## src/rtl/modn_pkg.sv

```systemverilog
// Shared constants and elaboration helpers for the modulo-N counter.
//   MODE_WRAP / MODE_SAT : encodings of the sat_mode input
//   width_ok()           : legality check for a (MOD, WIDTH) pair
package modn_pkg;

  localparam logic MODE_WRAP = 1'b0;
  localparam logic MODE_SAT  = 1'b1;

  // Legal when 2 <= MOD <= 2^WIDTH, so that MOD-1 fits in the count register.
  function automatic bit width_ok(input int unsigned mod, input int unsigned width);
    longint unsigned cap;
    if (width == 0 || width > 32) return 1'b0;
    cap = 64'd1 << width;
    return (mod >= 2) && (64'(mod) <= cap);
  endfunction

endpackage

```

## src/rtl/modn_step.sv

```systemverilog
// Combinational next-count calculation for one enabled step.
//   i_y        : current count
//   i_up       : 1 = count up, 0 = count down
//   i_sat_mode : boundary behaviour (MODE_WRAP / MODE_SAT)
//   o_next     : count after the step
//   o_wrap     : the step crossed the boundary and wrapped
//   o_ovf      : the step was refused at the boundary (saturate mode)
module modn_step
  import modn_pkg::*;
#(
  parameter int unsigned MOD   = 9,
  parameter int unsigned WIDTH = 5
) (
  input  logic [WIDTH-1:0] i_y,
  input  logic             i_up,
  input  logic             i_sat_mode,
  output logic [WIDTH-1:0] o_next,
  output logic             o_wrap,
  output logic             o_ovf
);

  localparam logic [WIDTH-1:0] MAXV = WIDTH'(MOD - 1);
  localparam logic [WIDTH-1:0] ONE  = WIDTH'(1);

  // Boundary compare happens before the arithmetic, so +1/-1 never leaves 0..MOD-1.
  always_comb begin
    o_next = i_y;
    o_wrap = 1'b0;
    o_ovf  = 1'b0;
    if (i_up) begin
      if (i_y == MAXV) begin
        if (i_sat_mode == MODE_WRAP) begin
          o_next = '0;
          o_wrap = 1'b1;
        end else begin
          o_ovf = 1'b1;
        end
      end else begin
        o_next = i_y + ONE;
      end
    end else begin
      if (i_y == '0) begin
        if (i_sat_mode == MODE_WRAP) begin
          o_next = MAXV;
          o_wrap = 1'b1;
        end else begin
          o_ovf = 1'b1;
        end
      end else begin
        o_next = i_y - ONE;
      end
    end
  end

endmodule

```

## src/rtl/modn_sync_counter.sv

```systemverilog
// Modulo-MOD up/down counter with wrap or saturate boundary behaviour.
//   clk, rst   : rising-edge clock, asynchronous active-low reset
//   en, up     : step enable and direction
//   sat_mode   : 0 wraps at the boundary, 1 saturates
//   clr, load  : synchronous clear / load (priority clr > load > en)
//   load_val   : load value, clamped to MOD-1
//   y          : registered count
//   tc         : combinational terminal-count indication
//   wrap_p     : registered one-cycle pulse after a wrapping step
//   ovf        : registered sticky flag for a refused saturating step
module modn_sync_counter
  import modn_pkg::*;
#(
  parameter int unsigned MOD   = 9,
  parameter int unsigned WIDTH = 5
) (
  input  logic             clk,
  input  logic             rst,
  input  logic             en,
  input  logic             up,
  input  logic             sat_mode,
  input  logic             clr,
  input  logic             load,
  input  logic [WIDTH-1:0] load_val,
  output logic [WIDTH-1:0] y,
  output logic             tc,
  output logic             wrap_p,
  output logic             ovf
);

  localparam int unsigned      WEXT = WIDTH + 1;
  localparam logic [WIDTH-1:0] MAXV = WIDTH'(MOD - 1);
  localparam logic [WIDTH:0]   MODX = WEXT'(MOD);

  if (!width_ok(MOD, WIDTH)) begin : g_bad_params
    $error("modn_sync_counter: MOD must be in 2..2^WIDTH");
  end

  logic [WIDTH-1:0] r_y;
  logic             r_wrap;
  logic             r_ovf;

  logic [WIDTH-1:0] w_step_y;
  logic             w_step_wrap;
  logic             w_step_ovf;
  logic             w_load_in_range;
  logic [WIDTH-1:0] w_load_y;

  modn_step #(
    .MOD   (MOD),
    .WIDTH (WIDTH)
  ) u_step (
    .i_y        (r_y),
    .i_up       (up),
    .i_sat_mode (sat_mode),
    .o_next     (w_step_y),
    .o_wrap     (w_step_wrap),
    .o_ovf      (w_step_ovf)
  );

  // Compare one bit wider so MOD = 2^WIDTH is representable.
  assign w_load_in_range = ({1'b0, load_val} < MODX);
  assign w_load_y        = w_load_in_range ? load_val : MAXV;

  // Count, pulse and sticky-flag registers with clr > load > en priority.
  always_ff @(posedge clk or negedge rst) begin
    if (!rst) begin
      r_y    <= '0;
      r_wrap <= 1'b0;
      r_ovf  <= 1'b0;
    end else if (clr) begin
      r_y    <= '0;
      r_wrap <= 1'b0;
      r_ovf  <= 1'b0;
    end else if (load) begin
      r_y    <= w_load_y;
      r_wrap <= 1'b0;
    end else if (en) begin
      r_y    <= w_step_y;
      r_wrap <= w_step_wrap;
      r_ovf  <= r_ovf | w_step_ovf;
    end else begin
      r_wrap <= 1'b0;
    end
  end

  assign y      = r_y;
  assign wrap_p = r_wrap;
  assign ovf    = r_ovf;
  assign tc     = en & ((up & (r_y == MAXV)) | (~up & (r_y == '0)));

endmodule

```

## config.mk

```make
export PLATFORM = sky130hd
export DESIGN_NAME = modn_sync_counter
export DESIGN_NICKNAME = d
export VERILOG_FILES = /design/src/rtl/modn_pkg.sv /design/src/rtl/modn_step.sv /design/src/rtl/modn_sync_counter.sv
export SDC_FILE = /design/constraint.sdc
export NUM_CORES = 1
export LEC_CHECK = 0
export ABC_AREA = 1
export CORE_MARGIN = 4
export CORE_UTILIZATION = 40
export DETAILED_ROUTE_END_ITERATION = 7
export PLACE_DENSITY = 0.65
export SYNTH_ARGS = -nofsm -noshare
export SYNTH_HDL_FRONTEND = slang
export SYNTH_SLANG_ARGS = --single-unit
```

## constraint.sdc

```tcl
create_clock -name clk -period 3 [get_ports clk]
set_clock_uncertainty 0.15 [all_clocks]
set_input_delay 0.45 -clock clk [delete_from_list [all_inputs] [get_ports clk]]
set_output_delay 0.45 -clock clk [all_outputs]
set_load 0.02 [all_outputs]
```

==> results of run 1 <==
flip-flops by register name, indices dropped and copies added (netlist names):
signal,cells
ovf,1
y,5
wrap_p,1
worst paths after layout:
check,from,to,cells past startpoint
max reg2reg,y[0]$_DFFE_PN0P_,y[1]$_DFFE_PN0P_,11
min,rst,ovf$_DFFE_PN0P_,1
max in group asynchronous,rst,y[0]$_DFFE_PN0P_,1
max,y[0]$_DFFE_PN0P_,tc,9
min in group clk,ovf$_DFFE_PN0P_,ovf$_DFFE_PN0P_,2
min reg2reg,ovf$_DFFE_PN0P_,ovf$_DFFE_PN0P_,2
critical path, stage by stage (launching register included):
cell                              delay [ns]
sky130_fd_sc_hd__dfrtp_1                0.43
sky130_fd_sc_hd__inv_1                  0.18
sky130_fd_sc_hd__ha_1                   0.21
sky130_fd_sc_hd__inv_1                  0.05
sky130_fd_sc_hd__nor2_2                 0.12
sky130_fd_sc_hd__nand2_2                0.08
sky130_fd_sc_hd__nand2_2                0.09
sky130_fd_sc_hd__nand2_2                0.07
sky130_fd_sc_hd__nor2_1                 0.08
sky130_fd_sc_hd__clkdlybuf4s50_1        0.61
final cells by class:
type                    count  area share (%)
inverters                  18           7.547
flip-flops and latches      7           17.61
multi-input cells          93           49.94
repair buffers             19           19.12
clock buffers               4           2.642
well taps                  25           3.145
power groups by stage:
stage,Sequential (mW),Combinational [mW],Clock [mW]
after floorplan,0.123,0.128,0
after global placement,0.126,0.182,0
after detailed placement,0.126,0.184,0
after CTS,0.124,0.185,0.0856
after global routing,0.127,0.204,0.0936
final,0.124,0.185,0.0845
logic make-up after synthesis:
kind of cell	after synthesis
adder cells (fa/ha/maj)	3
AO/OA/AOI/OAI	7
AND/OR/NAND/NOR	83
flip-flops	7
buffers and inverters	20
per-layer routing:
metal | global-route usage [%] | routed length, um | part of all wire (%) | up-vias
met4 | 2.620 | 0 | 0 | 0
met3 | 3.152 | 111 | 5.8 | 0
li1 | - | - | - | 417
met5 | 0 | 0 | 0 | -
met2 | 27.62 | 889 | 47 | 29
met1 | 20.53 | 900 | 47 | 367
synth_stat cells:
library cell and n:
sky130_fd_sc_hd__o21ai_2 1, sky130_fd_sc_hd__nand2_2 11, sky130_fd_sc_hd__buf_6 2, sky130_fd_sc_hd__inv_1 11, sky130_fd_sc_hd__inv_4 3, sky130_fd_sc_hd__nand2_1 40
sky130_fd_sc_hd__nand3_2 1, sky130_fd_sc_hd__nor3_1 1, sky130_fd_sc_hd__o31ai_1 1, sky130_fd_sc_hd__o21ai_1 1, sky130_fd_sc_hd__dfrtp_1 7, sky130_fd_sc_hd__nor2_1 7
sky130_fd_sc_hd__o21ai_0 3, sky130_fd_sc_hd__nand3_4 1, sky130_fd_sc_hd__nand3_1 10, sky130_fd_sc_hd__nor2_4 3, sky130_fd_sc_hd__ha_1 3, sky130_fd_sc_hd__inv_2 4
sky130_fd_sc_hd__a21oi_1 1, sky130_fd_sc_hd__nand4_1 4, sky130_fd_sc_hd__nor2_2 5
per-stage QoR:
stage          hold WS [ns]  utilization [%]  power (mW)  instances
3_3_place_gp         0.3584            54.32      0.3078        162
4_1_cts              0.3102            55.79      0.3949        166
6_report             0.3126            55.79      0.3934        166
3_5_place_dp         0.3528            54.32      0.3096        162
5_1_grt              0.3174            55.79      0.4254        166
2_1_floorplan      0.004409                -      0.2515        120
==> impl_results.md, run 1 <==
- Pin count of the biggest net entering global routing: 12
- Final non-filler cell area: 994.7 um2
- Post-synthesis compound-gate area fraction: 5.366%
- Fmax: 360.1 MHz
- Relative contribution of combinational cells to total power: 47.0%
- VDD IR max: 0.2381 mV
- Sort of element at the start of the critical path: register
- Switching Share: 41.59%
- IO Count: 20
- Worst relative slew slack: 67.23%
- Number of buffers added for setup after CTS: 0
- Clock power share: 21.5%
- Combinational family with the most area after synthesis: simple AND/OR/NAND/NOR gates
- Area share of the leading cell type in the synthesized netlist: 22.76%
- Number of H-tree levels: 1
- Chip width: 51.86 um
- Min cycle time layout: 2.777 ns
- Status: complete, no violations
- Sequential standard cell area: 175.2 um2
- Clock latency of the later-clocked register in the worst-skew pair: 0.25 ns
- Hold buffers post-CTS: 0
- Number of vias after detailed routing: 813
- Number of clock sinks: 7
- Clock transition at the registers of the reported paths: 0.05 ns
- Worst setup EP type: output port
- Warning count from the yosys run: 0
- Area of the multi-input gates: 496.7 um2
- Portion of netlist area occupied by mux cells: 0%
- Post-synthesis share of cell area spent on full adders, half adders and majority gates: 4.878%
- Sequential-to-total area share from yosys stat: 22.76%
- Fin. Hold Viols: 0
- Synth Instances: 120
- Setup slack on the worst flop-to-flop path: 1.20 ns
- Clock tree from TritonCTS: built
- Global router's overall resource usage: 15.95%
- Gates resized, CTS repair: 0
- Area enclosed by the die boundary: 2689 um2
- Filler cell count in the final layout: 201
- Leakage power summed over all cells: 0.5133 nW
- First-pass GRT wire length: 3.249 mm
- Layout-stage area growth over the synthesis result: 29.27%
- Number of iterations in the first detailed-routing pass: 4
- Power density over the cells: 395.5 nW/um2
- Top library cells by usage in the layout, fill and taps aside: sky130_fd_sc_hd__nand2_1 (40), sky130_fd_sc_hd__clkdlybuf4s50_1 (19), sky130_fd_sc_hd__inv_1 (11), sky130_fd_sc_hd__nand2_2 (11), sky130_fd_sc_hd__nand3_1 (10)
- Setup-failing EPs final: 0
- Sum of negative setup slack: 0 ns
- Number of synthesized register bits: 7
- Post-route DRC violation count: 0
- Number of max-cap violations: 0
- Share of the cycle needed by the critical path after routing: 92.56%
- Post-Synthesis Mean Instance Area: 6.412 um2
- Number of antenna violations at the first check in global routing: 0
- Unrepaired setup endpoints after global routing: no
- Inserted Clock Buffers: 3
- Post-DRT Antenna Nets: 0
- Via count of the first global-routing pass: 764
- Pint: 0.2298 mW
- Number of max-slew violations in the final report: 0
- Synthesized-area fraction occupied by and/or/nand/nor cells: 54.31%
- Cell area after synthesis: 769.5 um2
- Routability Congestion: 0.8761
- Cell taking the most area after synthesis: sky130_fd_sc_hd__dfrtp_1
- Final HPWL from detailed placement: 1.553 mm
- Hold WC Path Type: in2async
- Worst slack at placement: 0.4088 ns
- Rows: 15
- Die outline height: 51.86 um
- Fraction of final layout cells with drive strength greater than 1: 22.70%
- Final Worst Setup Slack: 0.2233 ns
- Number of buffers on the longest clock path: 2
- Seq pwr share: 31.5%
- Area after detailed placement: 968.4 um2
- Area contributors post-synth: sky130_fd_sc_hd__dfrtp_1 (23%), sky130_fd_sc_hd__nand2_1 (20%), sky130_fd_sc_hd__nand2_2 (8.9%), sky130_fd_sc_hd__nand3_1 (6.5%), sky130_fd_sc_hd__inv_1 (5.4%)
- Diodes inserted: 0
- Core area: 1783 um2
- Highest fanout seen on the critical path: 6
- Switching power: 0.1636 mW
- Fin nets: 157
- Routed via count divided by cell count: 4.898
- Root buf cell: sky130_fd_sc_hd__clkbuf_4
- Arrival time of the worst setup path: 2.18 ns
- Critical Path RT: 2.40 ns
- First DRT Iteration DRCs: 19
- Port Buffer Count: 19
- Slew at the pin closest to its max-slew limit: 0.4915 ns
- Effective utilization at floorplan: 43.16%
- Critical path type: reg2out
- Most common cell after layout, fill and taps aside: sky130_fd_sc_hd__nand2_1
- Total Routed Length: 1.901 mm
- Net count after synthesis: 135
- XOR/XNOR Fraction of Synth Area: 0%
- Gr ovfl total: 0
- Per-cell routed wire length: 11.45 um
- Number of distinct library cells after synthesis: 21
No activity file was read; power rests on OpenSTA's default activity.
==> run 2, diff against run 1 <==
--- a/config.mk
+++ b/config.mk
@@ -7,9 +7,9 @@
 export LEC_CHECK = 0
 export ABC_AREA = 1
 export CORE_MARGIN = 4
-export CORE_UTILIZATION = 40
+export CORE_UTILIZATION = 30
 export DETAILED_ROUTE_END_ITERATION = 7
-export PLACE_DENSITY = 0.65
+export PLACE_DENSITY = 0.51
 export SYNTH_ARGS = -nofsm -noshare
 export SYNTH_HDL_FRONTEND = slang
 export SYNTH_SLANG_ARGS = --single-unit
==> impl_results.md, run 2 (synthesis gave the netlist of run 1 again) <==
- Category of cells accounting for the largest share of critical-path delay: buffers and inverters
- Min cycle time layout: 2.749 ns (-0.02790 ns)
- Most common cell after layout, fill and taps aside: sky130_fd_sc_hd__nand2_1
- Via count of the first global-routing pass: 753 (-1.4%)
- Number of antenna violations at the first check in global routing: 0 (unchanged)
- Unrepaired setup endpoints after global routing: no
- Routed via count divided by cell count: 4.620 (-5.7%)
- Sequential standard cell area: 175.2 um2 (unchanged)
- Port Buffer Count: 19 (unchanged)
- Sum of negative setup slack: 0 ns (unchanged)
- Critical Path Slowest Stage Cell: sky130_fd_sc_hd__clkdlybuf4s50_1
- Core area: 2455 um2 (+38%)
- VDD IR max: 0.2551 mV (+7.1%)
- Pin count of the biggest net entering global routing: 12 (unchanged)
- Routability Congestion: 0.8124 (-7.3%)
- Reg2Reg Capture Point: y[1]$_DFFE_PN0P_
- Clock tree from TritonCTS: built
- Post-DRT Antenna Nets: 0 (unchanged)
- Setup-failing EPs final: 0 (unchanged)
- Inserted Clock Buffers: 3 (unchanged)
- Global router's overall resource usage: 11.89% (-4.1 points)
- Cell Chain, Critical Path: inv_1 -> ha_1 -> inv_1 -> nor2_2 -> nand2_2 -> nand2_2 -> nand2_2 -> nor2_1 -> clkdlybuf4s50_1
- Post-route DRC violation count: 0 (unchanged)
- Fin nets: 157 (unchanged)
- Fraction of final layout cells with drive strength greater than 1: 22.70% (unchanged)
- Number of buffers added for setup after CTS: 0 (unchanged)
- Number of max-cap violations: 0 (unchanged)
- Area enclosed by the die boundary: 3439 um2 (+28%)
- Hold WC Path Type: in2async
- Sort of element at the start of the critical path: register
- Logic depth of the worst register-to-register path: 11 (unchanged)
- Number of iterations in the first detailed-routing pass: 4 (unchanged)
- Clock transition at the registers of the reported paths: 0.05 ns (about the same)
- Slew at the pin closest to its max-slew limit: 0.4699 ns (-0.02165 ns)
- Grt peak-use layer: met2
- Top library cells by usage in the layout, fill and taps aside: sky130_fd_sc_hd__nand2_1 (40), sky130_fd_sc_hd__clkdlybuf4s50_1 (19), sky130_fd_sc_hd__inv_1 (11), sky130_fd_sc_hd__nand2_2 (11), sky130_fd_sc_hd__nand3_1 (10)
- Total Routed Length: 1.850 mm (-2.7%)
- Hold buffers post-CTS: 0 (unchanged)
- Critical Path RT: 2.40 ns (about the same)
- Area of the multi-input gates: 496.7 um2 (unchanged)
- Number of cells in the finished layout apart from fillers: 171 (+3.0%)
- Crit path buf inv count: 3 (unchanged)
- Fraction of met1 tracks used by global routing: 14.97% (-5.6 points)
- Number of H-tree levels: 1 (unchanged)
- Per-cell routed wire length: 10.82 um (-5.5%)
- Effective utilization at floorplan: 31.35% (-12 points)
- First-pass GRT wire length: 3.132 mm (-3.6%)
- Gr ovfl total: 0 (unchanged)
- Number of instances in the placed design: 167 (+3.1%)
- Worst relative slew slack: 68.67% (+1.4 points)
- Setup slack on the worst flop-to-flop path: 1.27 ns (+0.07 ns)
- Dominant cell type by count on the critical path: sky130_fd_sc_hd__nand2_2
- Share of the cycle needed by the critical path after routing: 91.63% (-0.93 points)
- Chip width: 58.65 um (+13%)
- Diodes inserted: 0 (unchanged)
- Met3 routing resource usage after global routing: 2.412% (-0.74 points)
- Number of vias after detailed routing: 790 (-2.8%)
- Critical path type: reg2out
- Root buf cell: sky130_fd_sc_hd__clkbuf_4
- Final HPWL from detailed placement: 1.590 mm (+2.4%)
- Fmax: 363.8 MHz (+1.0%)
- IO Count: 20 (unchanged)
- Gates resized, CTS repair: 0 (unchanged)
- Startpoint of the worst-slack reg-to-reg timing path: y[0]$_DFFE_PN0P_
- Leakage power summed over all cells: 0.5133 nW (unchanged)
- Number of clock sinks: 7 (unchanged)
- Highest fanout seen on the critical path: 6 (unchanged)
- Fin. Hold Viols: 0 (unchanged)
- Arrival time of the worst setup path: 2.15 ns (-0.03 ns)
- Power density over the cells: 392.1 nW/um2 (-0.88%)
- Worst setup EP type: output port
- Flip-flop count of the largest register, all copies and words added: 5 (unchanged)
- Status: complete, no violations
- Layout-stage area growth over the synthesis result: 30.08%
- Die outline height: 58.65 um (+13%)
- First DRT Iteration DRCs: 13 (-6)
- Number of max-slew violations in the final report: 0 (unchanged)
- Met2 demand-to-capacity share in global routing: 19.78% (-7.8 points)
- Critical path's largest stage delay: 0.61 ns (about the same)
- Number of buffers on the longest clock path: 2 (unchanged)
- Clock latency of the later-clocked register in the worst-skew pair: 0.25 ns (about the same)
- Filler cell count in the final layout: 277 (+38%)
- Rows: 18 (+3)
==> run 2: per-layer routing <==
| layer | vias to the layer above | routed length [um] | share of wire, % |
|---|---|---|---|
| li1 | 416 | - | - |
| met2 | 19 | 889 | 48 |
| met1 | 350 | 841 | 45 |
| met5 | - | 0 | 0 |
| met4 | 0 | 33 | 1.8 |
| met3 | 5 | 86 | 4.6 |
==> run 2: area by class of cell <==
class                      instances  area share [%]
sequential                         7           17.50
multi-input combinational         93           49.62
timing repair buffer              19           19.00
tap                               30           3.750
clock buffer                       4           2.625
inverter                          18           7.500
==> run 2: worst register-to-register path, delay by kind of cell (launching register included) <==
family | cells | cell delay (ns)
DFF | 1 | 0.43
and+or+nand+nor | 6 | 0.46
buffers and inverters | 3 | 0.28
adders and majority gates | 1 | 0.20
AOI/OAI and AO/OA | 1 | 0.11
==> run 2: how the worst max path moves through the flow <==
stage,to,from,cells after the start
after floorplan,tc,y[0]$_DFFE_PN0P_,8
after global placement,tc,up,6
after detailed placement,tc,up,6
after CTS,tc,y[0]$_DFFE_PN0P_,9
after global routing,tc,y[0]$_DFFE_PN0P_,9
final,tc,y[0]$_DFFE_PN0P_,9
==> run 2: where the power goes <==
| group | internal, mW | leakage (nW) | switching [mW] |
|---|---|---|---|
| logic | 0.0766 | 0.404 | 0.107 |
| registers | 0.103 | 0.0942 | 0.0199 |
| clock network | 0.0508 | 0.0150 | 0.0356 |
==> run 2: through the flow <==
stage | setup slack [ns] | instance area [um2] | utilization, % | power [mW] | hold slack (ns)
after floorplan | 0.9170 | 769.5 | - | 0.2515 | 0.004409
after global placement | 0.4154 | 974.7 | 39.70 | 0.3113 | 0.3692
after detailed placement | 0.4034 | 974.7 | 39.70 | 0.3099 | 0.3385
after CTS | 0.2201 | 1001 | 40.77 | 0.3964 | 0.3115
after global routing | 0.09014 | 1001 | 40.77 | 0.4246 | 0.3203
final | 0.2512 | 1001 | 40.77 | 0.3924 | 0.3003
